`config.mk`:
```
export PLATFORM = sky130hd
export DESIGN_NAME = cs_address_sequencer
export DESIGN_NICKNAME = d
export VERILOG_FILES = /design/src/rtl/cs_address_sequencer_pkg.sv /design/src/rtl/cs_address_sequencer_next_addr_mux.sv /design/src/rtl/cs_address_sequencer.sv
export SDC_FILE = /design/constraint.sdc
export NUM_CORES = 1
export LEC_CHECK = 0
export ABC_CLOCK_PERIOD_IN_PS = 1900
export BUFFER_PORTS_ARGS = -buffer_cell sky130_fd_sc_hd__clkbuf_2
export CORE_ASPECT_RATIO = 0.8
export CORE_MARGIN = 5
export CORE_UTILIZATION = 45
export CTS_CLUSTER_DIAMETER = 60
export DETAILED_ROUTE_END_ITERATION = 6
export GPL_TIMING_DRIVEN = 1
export HOLD_SLACK_MARGIN = 0.08
export PLACE_DENSITY = 0.79
export SYNTH_ARGS = -nofsm -noshare
export SYNTH_HDL_FRONTEND = slang
export SYNTH_SLANG_ARGS = --single-unit
export TNS_END_PERCENT = 100
```
`constraint.sdc`:
```
create_clock -name CS_ADDRESS_SEQUENCER_CLOCK_50 -period 1.9 [get_ports CS_ADDRESS_SEQUENCER_CLOCK_50]
set_clock_uncertainty 0.05 [all_clocks]
set_input_delay 0.095 -clock CS_ADDRESS_SEQUENCER_CLOCK_50 [delete_from_list [all_inputs] [get_ports CS_ADDRESS_SEQUENCER_CLOCK_50]]
set_output_delay 0.095 -clock CS_ADDRESS_SEQUENCER_CLOCK_50 [all_outputs]
set_load 0.1 [all_outputs]
```
`src/rtl/cs_address_sequencer_pkg.sv`:
```
// Encodings shared by the control-store sequencer and the branch logic that drives it.
// Constants only: no logic, latency or flow control of its own.
package cs_address_sequencer_pkg;

    localparam logic [1:0] TIPO_NEXT   = 2'b00;
    localparam logic [1:0] TIPO_JUMP   = 2'b01;
    localparam logic [1:0] TIPO_DECODE = 2'b10;
    localparam logic [1:0] TIPO_RSVD   = 2'b11;

    localparam logic [1:0] ST_PRIME = 2'd0;
    localparam logic [1:0] ST_RUN   = 2'd1;
    localparam logic [1:0] ST_HOLD  = 2'd2;

    localparam logic DECODE_PREFIX = 1'b1;

endpackage

```
`src/rtl/cs_address_sequencer_next_addr_mux.sv`:
```
// Four-way next control-store address select (next / jump / decode / reserved-as-next).
// Purely combinational, zero latency; stalls are applied by the caller, not here.
module cs_address_sequencer_next_addr_mux
    import cs_address_sequencer_pkg::*;
#(
    parameter int ADDR = 11,
    parameter int TIPO = 2,
    parameter int OP   = 2,
    parameter int OP3  = 6
) (
    input  logic [TIPO-1:0] tipo,
    input  logic [ADDR-1:0] jump_addr,
    input  logic [ADDR-1:0] upc,
    input  logic [OP-1:0]   ir_op,
    input  logic [OP3-1:0]  ir_op3,
    output logic [ADDR-1:0] next_addr,
    output logic            decode,
    output logic            illegal
);

    always_comb begin
        next_addr = upc + ADDR'(1);
        decode    = 1'b0;
        illegal   = 1'b0;
        case (tipo)
            TIPO_JUMP: next_addr = jump_addr;
            TIPO_DECODE: begin
                // Each opcode owns a 4-word slot in the upper half of the store.
                next_addr = {DECODE_PREFIX, ir_op, ir_op3, 2'b00};
                decode    = 1'b1;
            end
            TIPO_RSVD: illegal = 1'b1;
            default: ;
        endcase
    end

endmodule

```
`src/rtl/cs_address_sequencer.sv`:
```
// Micro-PC sequencer: combinational ROM address, registered uPC one cycle later.
// Wait_In freezes the uPC and re-presents it so the ROM re-reads the same word.
module cs_address_sequencer
    import cs_address_sequencer_pkg::*;
#(
    parameter int CS_ADDRESS_SEQUENCER_ADDR = 11,
    parameter int CS_ADDRESS_SEQUENCER_TIPO = 2,
    parameter int CS_ADDRESS_SEQUENCER_OP   = 2,
    parameter int CS_ADDRESS_SEQUENCER_OP3  = 6
) (
    input  logic                                  CS_ADDRESS_SEQUENCER_CLOCK_50,
    input  logic                                  CS_ADDRESS_SEQUENCER_ResetInHigh_In,
    input  logic [CS_ADDRESS_SEQUENCER_TIPO-1:0]  CS_ADDRESS_SEQUENCER_Tipo_InBus,
    input  logic [CS_ADDRESS_SEQUENCER_ADDR-1:0]  CS_ADDRESS_SEQUENCER_JumpAddr_InBus,
    input  logic [CS_ADDRESS_SEQUENCER_OP-1:0]    CS_ADDRESS_SEQUENCER_IrOp_InBus,
    input  logic [CS_ADDRESS_SEQUENCER_OP3-1:0]   CS_ADDRESS_SEQUENCER_IrOp3_InBus,
    input  logic                                  CS_ADDRESS_SEQUENCER_Wait_In,
    output logic [CS_ADDRESS_SEQUENCER_ADDR-1:0]  CS_ADDRESS_SEQUENCER_CsAddr_OutBus,
    output logic [CS_ADDRESS_SEQUENCER_ADDR-1:0]  CS_ADDRESS_SEQUENCER_MicroPc_OutBus,
    output logic                                  CS_ADDRESS_SEQUENCER_Decode_Out,
    output logic                                  CS_ADDRESS_SEQUENCER_IllegalTipo_Out
);

    localparam int ADDR = CS_ADDRESS_SEQUENCER_ADDR;

    if (1 + CS_ADDRESS_SEQUENCER_OP + CS_ADDRESS_SEQUENCER_OP3 + 2 != ADDR) begin : g_bad_decode_width
        $error("decode address {1, op, op3, 00} does not fill the control-store address width");
    end

    logic [1:0]      state;
    logic [1:0]      next_state;
    logic [ADDR-1:0] upc;
    logic [ADDR-1:0] mux_addr;
    logic            mux_decode;
    logic            mux_illegal;
    logic [ADDR-1:0] cs_addr;
    logic            decode;
    logic            illegal;

    cs_address_sequencer_next_addr_mux #(
        .ADDR (ADDR),
        .TIPO (CS_ADDRESS_SEQUENCER_TIPO),
        .OP   (CS_ADDRESS_SEQUENCER_OP),
        .OP3  (CS_ADDRESS_SEQUENCER_OP3)
    ) u_next_addr_mux (
        .tipo      (CS_ADDRESS_SEQUENCER_Tipo_InBus),
        .jump_addr (CS_ADDRESS_SEQUENCER_JumpAddr_InBus),
        .upc       (upc),
        .ir_op     (CS_ADDRESS_SEQUENCER_IrOp_InBus),
        .ir_op3    (CS_ADDRESS_SEQUENCER_IrOp3_InBus),
        .next_addr (mux_addr),
        .decode    (mux_decode),
        .illegal   (mux_illegal)
    );

    // PRIME forces address 0 because the ROM has not yet produced a valid MIR word.
    always_comb begin
        cs_addr    = '0;
        decode     = 1'b0;
        illegal    = 1'b0;
        next_state = ST_PRIME;
        if (!CS_ADDRESS_SEQUENCER_ResetInHigh_In) begin
            case (state)
                ST_PRIME: next_state = ST_RUN;
                ST_RUN, ST_HOLD: begin
                    if (CS_ADDRESS_SEQUENCER_Wait_In) begin
                        cs_addr    = upc;
                        next_state = ST_HOLD;
                    end else begin
                        cs_addr    = mux_addr;
                        decode     = mux_decode;
                        illegal    = mux_illegal;
                        next_state = ST_RUN;
                    end
                end
                default: next_state = ST_PRIME;
            endcase
        end
    end

    always_ff @(posedge CS_ADDRESS_SEQUENCER_CLOCK_50) begin
        if (CS_ADDRESS_SEQUENCER_ResetInHigh_In) begin
            state <= ST_PRIME;
            upc   <= '0;
        end else begin
            state <= next_state;
            upc   <= cs_addr;
        end
    end

    assign CS_ADDRESS_SEQUENCER_CsAddr_OutBus    = cs_addr;
    assign CS_ADDRESS_SEQUENCER_MicroPc_OutBus   = upc;
    assign CS_ADDRESS_SEQUENCER_Decode_Out       = decode;
    assign CS_ADDRESS_SEQUENCER_IllegalTipo_Out  = illegal;

endmodule

```
==> impl_metrics.ini, run 1 <==
[outcome]
status = finished, violations left
failed_checks = setup timing

[synth]
postSynth.topFlopCell = dfxtp_1
synth_enable_flop_cells = 0
postSynthNetCount = 147
yosysUniqueCellTypes = 31
yosys_warn_count = 0
netlist_instances = 117
ffs_latches_synth = 13
synth_sequential_area_ratio_pct = 26.87
async_flop_share_pct = 0
syn_area_sq_um = 968.4
avgSynthCellArea_sq_um = 8.277

[timing]
rsz0062_at_grt = true
hold_violations = 0
worst_pin_slew_ns = 0.6489
final.period_utilization_pct = 121.4
max_freq_mhz = 433.4
timing.final.max_slew_violations = 0
report.final.setup_viol = 15
normalized_max_slew_margin_pct = 56.74
post-route-min-period_ns = 2.307
final.setup.worst_slack_ns = -0.4075

[min_path]
timing.hold.worst_path_depth = 4
hold_path.startpoint = CS_ADDRESS_SEQUENCER_Wait_In
hold_crit_class = in2reg
hold_end = state[0]$_SDFF_PP0_

[routing]
drt_pre_antenna_iters = 6
route.antenna.remaining_nets = 0
avgRoutedWirePerCell_microns = 23.28
route.detailed.drc = 0
post_drt_via_cell_ratio = 6.633
postRouteWirelength_mm = 5.144
via_count = 1466
initial_drc_count = 188

[floorplanning]
core_ar_sq_um = 2102
design.die.area_sq_um = 3185
chipWidth_microns = 61.87
io-pin-count = 48
core.rowCount = 15
die_h_microns = 51.49
floorplan.initialDensity_pct = 46.07

[placed_design]
numPlacedInstances = 194
detailedPlacementHpwl_mm = 2.507
postPlaceCellArea_sq_um = 1637
gp_congestion = 0.8351
io_buffers = 47

[critical_path]
worst_setup_end_kind = output port
timing.setup.critical_path_class = reg2out
crit-reg2reg-launch = state[0]$_SDFF_PP0_
worst_r2r_path_depth = 12
worst-r2r-setup-slack_ns = -0.30
critical_path.startpoint_type = flip-flop
worstPathMaxFanout = 6
cp_data_required_time_ns = 1.75
timing.rr.end = CS_ADDRESS_SEQUENCER_MicroPc_OutBus[9]$_SDFF_PP0_
crit_start = state[0]$_SDFF_PP0_
worst_ep_arrival_time_ns = 2.16

[final_layout]
num-nets-final = 227
layout_commonest_cell = clkbuf_2
flow.area_growth_from_synthesis_pct = 100.9
drive_gt1_share_pct = 64.29
final_cell_area_sq_um = 1946
mostFrequentLayoutCells = 34 x clkbuf_2, 26 x buf_4, 13 x buf_12
fill_cells = 71
post_layout_nonfiller_instances = 221
antenna_cells = 0

[flow_run]
number_of_max_cap_violations = 0

[grt]
number_of_antenna_violations_at_the_first_check_in_global_routing = 0
number_of_global_route_vias_before_repair = 1417
wire_length_of_the_first_global_routing_pass_mm = 6.644
grt_max_degree = 12
groute.usage.overall_pct = 28.65
grt_remaining_overflow = 0

[clock_tree]
cts_tree = done
clk_pin_slew_worst_paths_ns = 0.11
clk-insertion-delay-late_ns = 0.32
ctsHtreeMaxLevel = 1
cts-buffers-inserted = 3
clock_tree.root_cell = clkbuf_4
clock_sink_count = 13
clock_path_buffers = 2

[power]
ir_worst_vdd_mv = 0.6468
standby_leakage_power_uw = 0.0009129
power_density_nw_per_um2 = 557.0
stage by stage:
| stage | worst slack, ns | hold slack [ns] | power, uW | util (%) | setup TNS (ns) |
|---|---|---|---|---|---|
| after detailed placement | -0.04003 | 0.2719 | 744.5 | 77.86 | -0.1355 |
| after CTS | -0.2763 | 0.1694 | 1005 | 88.87 | -2.695 |
| after floorplan | -0.1443 | 0.1144 | 610.4 | - | -0.1653 |
| after global routing | -0.4114 | 0.2082 | 1120 | 92.56 | -4.818 |
| after global placement | 0.01028 | 0.2642 | 731.4 | 77.86 | 0 |
| final | -0.4075 | 0.1953 | 1084 | 92.56 | -4.450 |
how the worst max path moves through the flow:
stage	endpoint	slack [ns]	depth (start not counted)
2_1_floorplan	CS_ADDRESS_SEQUENCER_CsAddr_OutBus[7]	-0.14	7
3_3_place_gp	CS_ADDRESS_SEQUENCER_CsAddr_OutBus[7]	0.01	9
3_5_place_dp	CS_ADDRESS_SEQUENCER_CsAddr_OutBus[6]	-0.04	7
4_1_cts	CS_ADDRESS_SEQUENCER_CsAddr_OutBus[2]	-0.28	6
5_1_grt	CS_ADDRESS_SEQUENCER_CsAddr_OutBus[9]	-0.41	8
6_report	CS_ADDRESS_SEQUENCER_CsAddr_OutBus[5]	-0.41	7
worst max-delay path, cell delays in order, from the launching register on:
cell and delay, ns:
dfxtp_2 0.37, inv_2 0.05, ha_4 0.27, or3b_4 0.49
nor2_4 0.15, a21o_1 0.19, a22o_4 0.15, buf_12 0.17
flip-flops by register name, summed over array words and instances (netlist names):
signal	cells
CS_ADDRESS_SEQUENCER_MicroPc_OutBus	11
state	2
area by class of cell:
class	instances	area [sq um]	share of cell area (%)
Multi-Input combinational cell	91	870.8	44.76
Timing Repair Buffer	79	691.9	35.56
Sequential cell	13	285.3	14.66
Inverter	8	32.53	1.672
Tap cell	25	31.28	1.608
Clock buffer	4	26.28	1.350
Timing Repair inverter	1	7.507	0.3859
cells in the mapped netlist, types with 3 or more instances:
master / count / area (sq um)
nand3_1: 5 / 25.02
o21ai_0: 12 / 60.06
a221oi_1: 6 / 52.55
clkbuf_1: 4 / 15.01
nand2_1: 4 / 15.01
and3_1: 4 / 25.02
ha_1: 6 / 75.07
and2_1: 3 / 18.77
a21o_1: 4 / 30.03
a22o_1: 14 / 122.6
nor2_1: 8 / 30.03
inv_1: 8 / 30.03
dfxtp_1: 13 / 260.3
a21oi_1: 4 / 20.02
routing by layer:
metal	track usage (%)	vias to the layer above	wire, microns
met1	34.09	671	1873
met2	46.17	127	2352
met3	7.692	52	527
met5	0	-	0
met4	15.19	0	390
li1	-	616	-
cells by family (layout without fill, tap and decap cells):
kind of cell	after synthesis	in the layout	share of synthesized area, %
AND/OR/NAND/NOR	32	33	18.09
multiplexers	1	1	1.034
AO/OA/AOI/OAI	51	51	39.92
adder cells (fa/ha/maj)	6	6	7.752
flip-flops	13	13	26.87
buffers and inverters	14	92	6.330
repair_timing:
item | in CTS | in global routing
hold endpoints to repair | 1 | 0
gates cloned | 1 | 1
hold buffers | 1 | 0
setup endpoints to repair | 13 | 14
setup buffers | 15 | 5
pin swaps | 12 | 7
resized for setup | 17 | 8
where the power goes:
group	total [uW]	switching, uW	internal [uW]
sequential	306	20.6	285
combinational	571	343	228
clock	207	125	82.4
total	1080	489	595
Note: power is estimated with default switching activity, not from simulation.
==> run 2, diff against run 1 <==
ABC_AREA = 1   (was not set)
CORE_MARGIN = not set   (was 5)
CORE_UTILIZATION = 44   (was 45)
PLACE_DENSITY = 0.76   (was 0.79)
==> run 2 against run 1 <==
Against the previous run: the run now ends clean; total power decreased by 16%; die area decreased by 20%; non-clock buffer count decreased by 24; critical path depth is 1 higher; synthesized cell count grew 52%; final area shrank 14%; register-to-register slack gained 0.79 ns; area after synthesis up 7.1%; critical path type unchanged; critical endpoint is now CS_ADDRESS_SEQUENCER_CsAddr_OutBus[0].
==> impl_metrics.ini, run 2 <==
[routing]
avgRoutedWirePerCell_microns = 12.92
post_drt_via_cell_ratio = 5.268
via_count = 1354
initial_drc_count = 57
drt_pre_antenna_iters = 4
route.antenna.remaining_nets = 0
postRouteWirelength_mm = 3.321
route.detailed.drc = 0

[critical_path]
cpMaxStageDelayCell = dfxtp_2
crit_family = buffers and inverters
crit_chain = inv_2 -> ha_4 -> nand2_1 -> nor2_1 -> buf_6 -> nand2_1 -> o21ai_4 -> buf_12
worstPathMaxFanout = 10
cp_data_required_time_ns = 1.75
timing.setup.critical_path_class = reg2out
cpPeakStageDelay_ns = 0.35
buffers_inverters_on_critical_path = 3
critical_path.startpoint_type = flip-flop
crit_top_cell = nand2_1
worst_ep_arrival_time_ns = 1.75
worst_setup_end_kind = output port

[synth]
synth_xor_xnor_area_share_pct = 0.8444
synth_area_leaders = nand2_1 28%, dfxtp_1 25%, nand3_1 9.2%, ha_1 7.2%, inv_1 6.5%
syn_area_sq_um = 1037
synthMostInstantiatedCell = nand2_1
synth_fa_ha_area_share_pct = 7.238
async_flop_share_pct = 0
yosysUniqueCellTypes = 22
yosys_warn_count = 0
synth_sequential_area_ratio_pct = 25.09
synth_mux_area_share_pct = 0
postSynth.topFlopCell = dfxtp_1
netlist_instances = 178
synth-compound-area-share_pct = 8.685
synth_top_family_by_area = simple AND/OR/NAND/NOR gates
yosys.area_share.simple_pct = 47.17
synth.top_cells.by_count = 78 x nand2_1, 19 x nand3_1, 18 x inv_1
top_area_cell_type_share_of_the_netlist_area_pct = 28.23
synth_enable_flop_cells = 0
avgSynthCellArea_sq_um = 5.827
ffs_latches_synth = 13
postSynthNetCount = 208
yosys.area.top_type = nand2_1

[timing]
final.period_utilization_pct = 99.62
timing.final.max_slew_violations = 0
final.setup.worst_slack_ns = 0.007269
post-route-min-period_ns = 1.893
hold_violations = 0
final.hold.worst_slack_ns = 0.1038
normalized_max_slew_margin_pct = 63.91
worst_pin_slew_ns = 0.5437
report.final.setup_viol = 0
max_freq_mhz = 528.3

[grt]
grt_max_degree = 13
groute.usage.overall_pct = 26.05
wire_length_of_the_first_global_routing_pass_mm = 5.064
number_of_global_route_vias_before_repair = 1250
grt_remaining_overflow = 0
number_of_antenna_violations_at_the_first_check_in_global_routing = 0

[placed_design]
io_buffers = 47
detailedPlacementHpwl_mm = 2.373
preCtsSetupSlack_ns = 0.1153
gp_congestion = 0.8621

[floorplanning]
floorplan.initialDensity_pct = 47.24
io-pin-count = 48
core_ar_sq_um = 2196
core.rowCount = 15
chipWidth_microns = 56.29
die_h_microns = 45.43
design.die.area_sq_um = 2557

[final_layout]
mostFrequentLayoutCells = 67 x nand2_1, 34 x clkbuf_2, 19 x nand3_1
layout_commonest_cell = nand2_1
fill_cells = 172
largest_register_ff_count = 11
num-nets-final = 263
flow.area_growth_from_synthesis_pct = 60.68
antenna_cells = 0
drive_gt1_share_pct = 42.67

[power]
power.switching_fraction_pct = 44.46
power.share.sequential_pct = 33.8
combinationalPowerShare_pct = 45.9
finalPower_uw = 910.5
ir_worst_vdd_mv = 0.3819
power_density_nw_per_um2 = 546.3
cellInternalPower_uw = 505.7
standby_leakage_power_uw = 0.0008525
clockPowerShare_pct = 20.4
total_switching_power_uw = 404.8

[clock_tree]
clk-insertion-delay-late_ns = 0.29
clk_pin_slew_worst_paths_ns = 0.09
ctsHtreeMaxLevel = 1
clock_tree.root_cell = clkbuf_4
clock_sink_count = 13
cts_tree = done
cts-buffers-inserted = 3
clock_path_buffers = 2

[outcome]
status = complete, no violations

[flow_run]
number_of_max_cap_violations = 0

[min_path]
hold_crit_class = in2reg
## run 2: changes by cell type after synthesis, sizes merged, moves of 4 or more
| cell | before | now |
|---|---|---|
| nand2 | 4 | 79 |
| a21o | 4 | 0 |
| inv | 8 | 21 |
| nand3 | 5 | 20 |
| and3 | 4 | 0 |
| a22o | 14 | 0 |
| a221oi | 6 | 0 |
| clkbuf | 4 | 0 |
## run 2: timing repair
item / 4_1_cts / 5_1_grt
pin swaps: 2 / 6
hold buffers: 1 / 0
setup buffers: 1 / 3
endpoints found under the hold margin: 1 / 0
setup endpoints to repair: 9 / 11
resized for setup: 8 / 11
## run 2: power by group through the flow
stage / clock, uW / combinational (uW) / sequential, uW
after floorplan: 0 / 190 / 378
after global placement: 0 / 361 / 309
after detailed placement: 0 / 369 / 311
after CTS: 177 / 383 / 305
after global routing: 194 / 439 / 309
final: 186 / 417 / 307
## run 2: worst paths after layout
| path | start | to | slack [ns] | cells after the start |
|---|---|---|---|---|
| setup / recovery | state[1]$_SDFF_PP0_ | CS_ADDRESS_SEQUENCER_CsAddr_OutBus[0] | 0.007 | 8 |
| setup reg to reg | state[1]$_SDFF_PP0_ | CS_ADDRESS_SEQUENCER_MicroPc_OutBus[0]$_SDFF_PP0_ | 0.49 | 7 |
| hold reg to reg | CS_ADDRESS_SEQUENCER_MicroPc_OutBus[8]$_SDFF_PP0_ | CS_ADDRESS_SEQUENCER_MicroPc_OutBus[8]$_SDFF_PP0_ | 0.47 | 2 |
| hold / removal | CS_ADDRESS_SEQUENCER_JumpAddr_InBus[1] | CS_ADDRESS_SEQUENCER_MicroPc_OutBus[1]$_SDFF_PP0_ | 0.10 | 3 |
## run 2: logic make-up after synthesis
group           count (synthesis)
compound gates                 17
flops                          13
xor+xnor                        1
fa+ha+maj                       6
simple gates                  113
buf+inv                        28
## run 2: final cells by class
class,count,area (sq um),share of cell area (%)
clock buffer,4,26.28,1.577
inverter,23,86.33,5.180
multi-input combinational,137,767.0,46.02
sequential,13,280.3,16.82
tap,25,31.28,1.877
timing repair buffer,55,475.5,28.53
## run 2: worst min-delay path, delay by kind of cell
kind | cells | cell delay [ns]
AO/OA/AOI/OAI | 2 | 0.24
buffers and inverters | 1 | 0.07
## run 2: routing by layer
layer / track usage (%) / wire, microns
met5: 0 / 0
met1: 27.50 / 1328
met2: 53.57 / 1687
met4: 7.317 / 78
met3: 5.398 / 226
## run 2: through the flow
stage                     cell area [sq um]  setup TNS, ns  utilization (%)  cells
final                                  1667              0            75.90    257
after global routing                   1667       -0.08270            75.90    257
after CTS                              1595       -0.03118            72.65    254
after detailed placement               1531              0            69.74    248
after global placement                 1531              0            69.74    248
after floorplan                        1100        -0.1243                -    178
==> run 3, diff against run 2 <==
==> constraint.sdc (replaced) <==
create_clock -name CS_ADDRESS_SEQUENCER_CLOCK_50 -period 1.9 [get_ports CS_ADDRESS_SEQUENCER_CLOCK_50]
set_clock_uncertainty 0.05 [all_clocks]
set_input_delay 0.19 -clock CS_ADDRESS_SEQUENCER_CLOCK_50 [delete_from_list [all_inputs] [get_ports CS_ADDRESS_SEQUENCER_CLOCK_50]]
set_output_delay 0.19 -clock CS_ADDRESS_SEQUENCER_CLOCK_50 [all_outputs]
set_load 0.1 [all_outputs]
==> run 3 against run 2 <==
Against the previous run: the flow now finishes with violations (setup timing); hold slack better by 0.042 ns; sequential share of layout area down 1.1 points; core utilization up 5.2 points; setup slack worse by 0.086 ns; non-clock buffer count up 5.
==> impl_metrics.ini, run 3 (synthesis results as in run 2) <==
[critical_path]
cp_data_required_time_ns = 1.66
crit-reg2reg-launch = state[1]$_SDFF_PP0_
worst_setup_end_kind = output port
crit_chain = inv_2 -> ha_4 -> nand2_4 -> nor2_4 -> buf_6 -> buf_6 -> nand2_4 -> inv_2 -> nand2_2 -> nand2_2 -> buf_12
cpPeakStageDelay_ns = 0.35
timing.setup.critical_path_class = reg2out
critical_path.startpoint_type = flip-flop
worst_r2r_path_depth = 15
worst-r2r-setup-slack_ns = -0.06
timing.rr.end = CS_ADDRESS_SEQUENCER_MicroPc_OutBus[9]$_SDFF_PP0_
worst_ep_arrival_time_ns = 1.74
worstPathMaxFanout = 6
cpMaxStageDelayCell = dfxtp_2

[grt]
grt_max_degree = 12
number_of_antenna_violations_at_the_first_check_in_global_routing = 0
grt_remaining_overflow = 0
groute.usage.overall_pct = 30.42
number_of_global_route_vias_before_repair = 1300
wire_length_of_the_first_global_routing_pass_mm = 5.789

[min_path]
hold_end = state[0]$_SDFF_PP0_
hold_crit_class = in2reg
hold_path.startpoint = CS_ADDRESS_SEQUENCER_ResetInHigh_In
timing.hold.worst_path_depth = 2

[clock_tree]
ctsHtreeMaxLevel = 1
clock_path_buffers = 2
cts_tree = done
clock_sink_count = 13
cts_hold_repair.buffers = 0
cts-buffers-inserted = 3
clock_tree.root_cell = clkbuf_4
clk-insertion-delay-late_ns = 0.29
clk_pin_slew_worst_paths_ns = 0.08

[power]
standby_leakage_power_uw = 0.0008936
ir_worst_vdd_mv = 0.5003
power_density_nw_per_um2 = 521.2

[timing]
rsz0062_at_grt = true
hold_violations = 0
post-route-min-period_ns = 1.979
max_freq_mhz = 505.3
worst_pin_slew_ns = 0.5707
final.setup.worst_slack_ns = -0.07909
normalized_max_slew_margin_pct = 62.11
final.hold.worst_slack_ns = 0.1457
report.final.setup_viol = 12
final.period_utilization_pct = 104.2
timing.final.max_slew_violations = 0

[routing]
initial_drc_count = 67
detailroute.wirelength.met2_mm = 1.795
met3_wirelength_microns = 255
postRouteWirelength_mm = 3.633
via_count = 1390
drt_pre_antenna_iters = 4
highest_metal_layer_with_signal_wires = met4
post_drt_via_cell_ratio = 5.305
avgRoutedWirePerCell_microns = 13.87
wl_met1_mm = 1.425
route.antenna.remaining_nets = 0
route.detailed.drc = 0

[outcome]
failed_checks = setup timing
status = finished, violations left

[floorplanning]
floorplan.initialDensity_pct = 47.24
core.rowCount = 15
core_ar_sq_um = 2196
io-pin-count = 48
chipWidth_microns = 56.29
design.die.area_sq_um = 2557
die_h_microns = 45.43

[final_layout]
mostFrequentLayoutCells = 65 x nand2_1, 34 x clkbuf_2, 17 x nand3_1
drive_gt1_share_pct = 47.26
post_layout_nonfiller_instances = 262
num-nets-final = 268
largest_register_ff_count = 11
layout_commonest_cell = nand2_1
flow.area_growth_from_synthesis_pct = 71.77
antenna_cells = 0

[placed_design]
io_buffers = 47
numPlacedInstances = 249
detailedPlacementHpwl_mm = 2.454
gp_congestion = 0.8945

[flow_run]
number_of_max_cap_violations = 0
## run 3: changes by cell type in the layout (fill, tap and decap cells not counted), sizes merged
cell         before  now
buf              20   26
dlygate4sd3       1    0
## run 3: metrics by stage
| step | total power (uW) | cell area, sq um | setup TNS (ns) | utilization [%] | worst slack (ns) |
|---|---|---|---|---|---|
| after global placement | 679.8 | 1599 | 0 | 72.82 | 0.1713 |
| final | 928.6 | 1782 | -0.7348 | 81.14 | -0.07909 |
| after detailed placement | 690.5 | 1599 | 0 | 72.82 | 0.08667 |
| after CTS | 914.6 | 1762 | -0.5315 | 80.23 | -0.07637 |
| after global routing | 968.3 | 1782 | -1.604 | 81.14 | -0.1699 |
| after floorplan | 572.7 | 1135 | -0.2193 | - | -0.2193 |
## run 3: worst max-delay path: cells and delay by family (launching register included)
kind                       cells  cell delay (ns)
and+or+nand+nor                5             0.32
buffers and inverters          5             0.51
adders and majority gates      1             0.27
DFF                            1             0.35
## run 3: final cells by class
type,instances,area (sq um)
fillers,138,414.1
clock buffers,4,26.28
repair buffers,60,535.5
inverters,23,86.33
well taps,25,31.28
flip-flops and latches,13,280.3
multi-input cells,137,822.0
## run 3: how the worst max path moves through the flow
stage | cells after the start | endpoint | slack, ns | start
after global routing | 10 | CS_ADDRESS_SEQUENCER_CsAddr_OutBus[8] | -0.17 | state[1]$_SDFF_PP0_
after global placement | 9 | CS_ADDRESS_SEQUENCER_CsAddr_OutBus[10] | 0.17 | state[0]$_SDFF_PP0_
after floorplan | 7 | CS_ADDRESS_SEQUENCER_CsAddr_OutBus[1] | -0.22 | state[0]$_SDFF_PP0_
final | 11 | CS_ADDRESS_SEQUENCER_CsAddr_OutBus[9] | -0.08 | state[1]$_SDFF_PP0_
after detailed placement | 9 | CS_ADDRESS_SEQUENCER_CsAddr_OutBus[10] | 0.09 | state[1]$_SDFF_PP0_
after CTS | 9 | CS_ADDRESS_SEQUENCER_CsAddr_OutBus[10] | -0.08 | state[0]$_SDFF_PP0_
## run 3: where the power goes
part	switching, uW	internal [uW]
clock	104	81.8
sequential	19.8	288
combinational	293	142
## run 3: repair_timing
action,4_1_cts,5_1_grt
setup endpoints to repair,11,14
resized for setup,25,4
setup buffers,7,1
cloned,1,0
pin swaps,9,5
## run 3: metal layers
metal / track usage, % / up-vias
li1: - / 673
met1: 34.43 / 633
met2: 55.95 / 65
met3: 7.670 / 19
met4: 13.17 / 0
met5: 0 / -
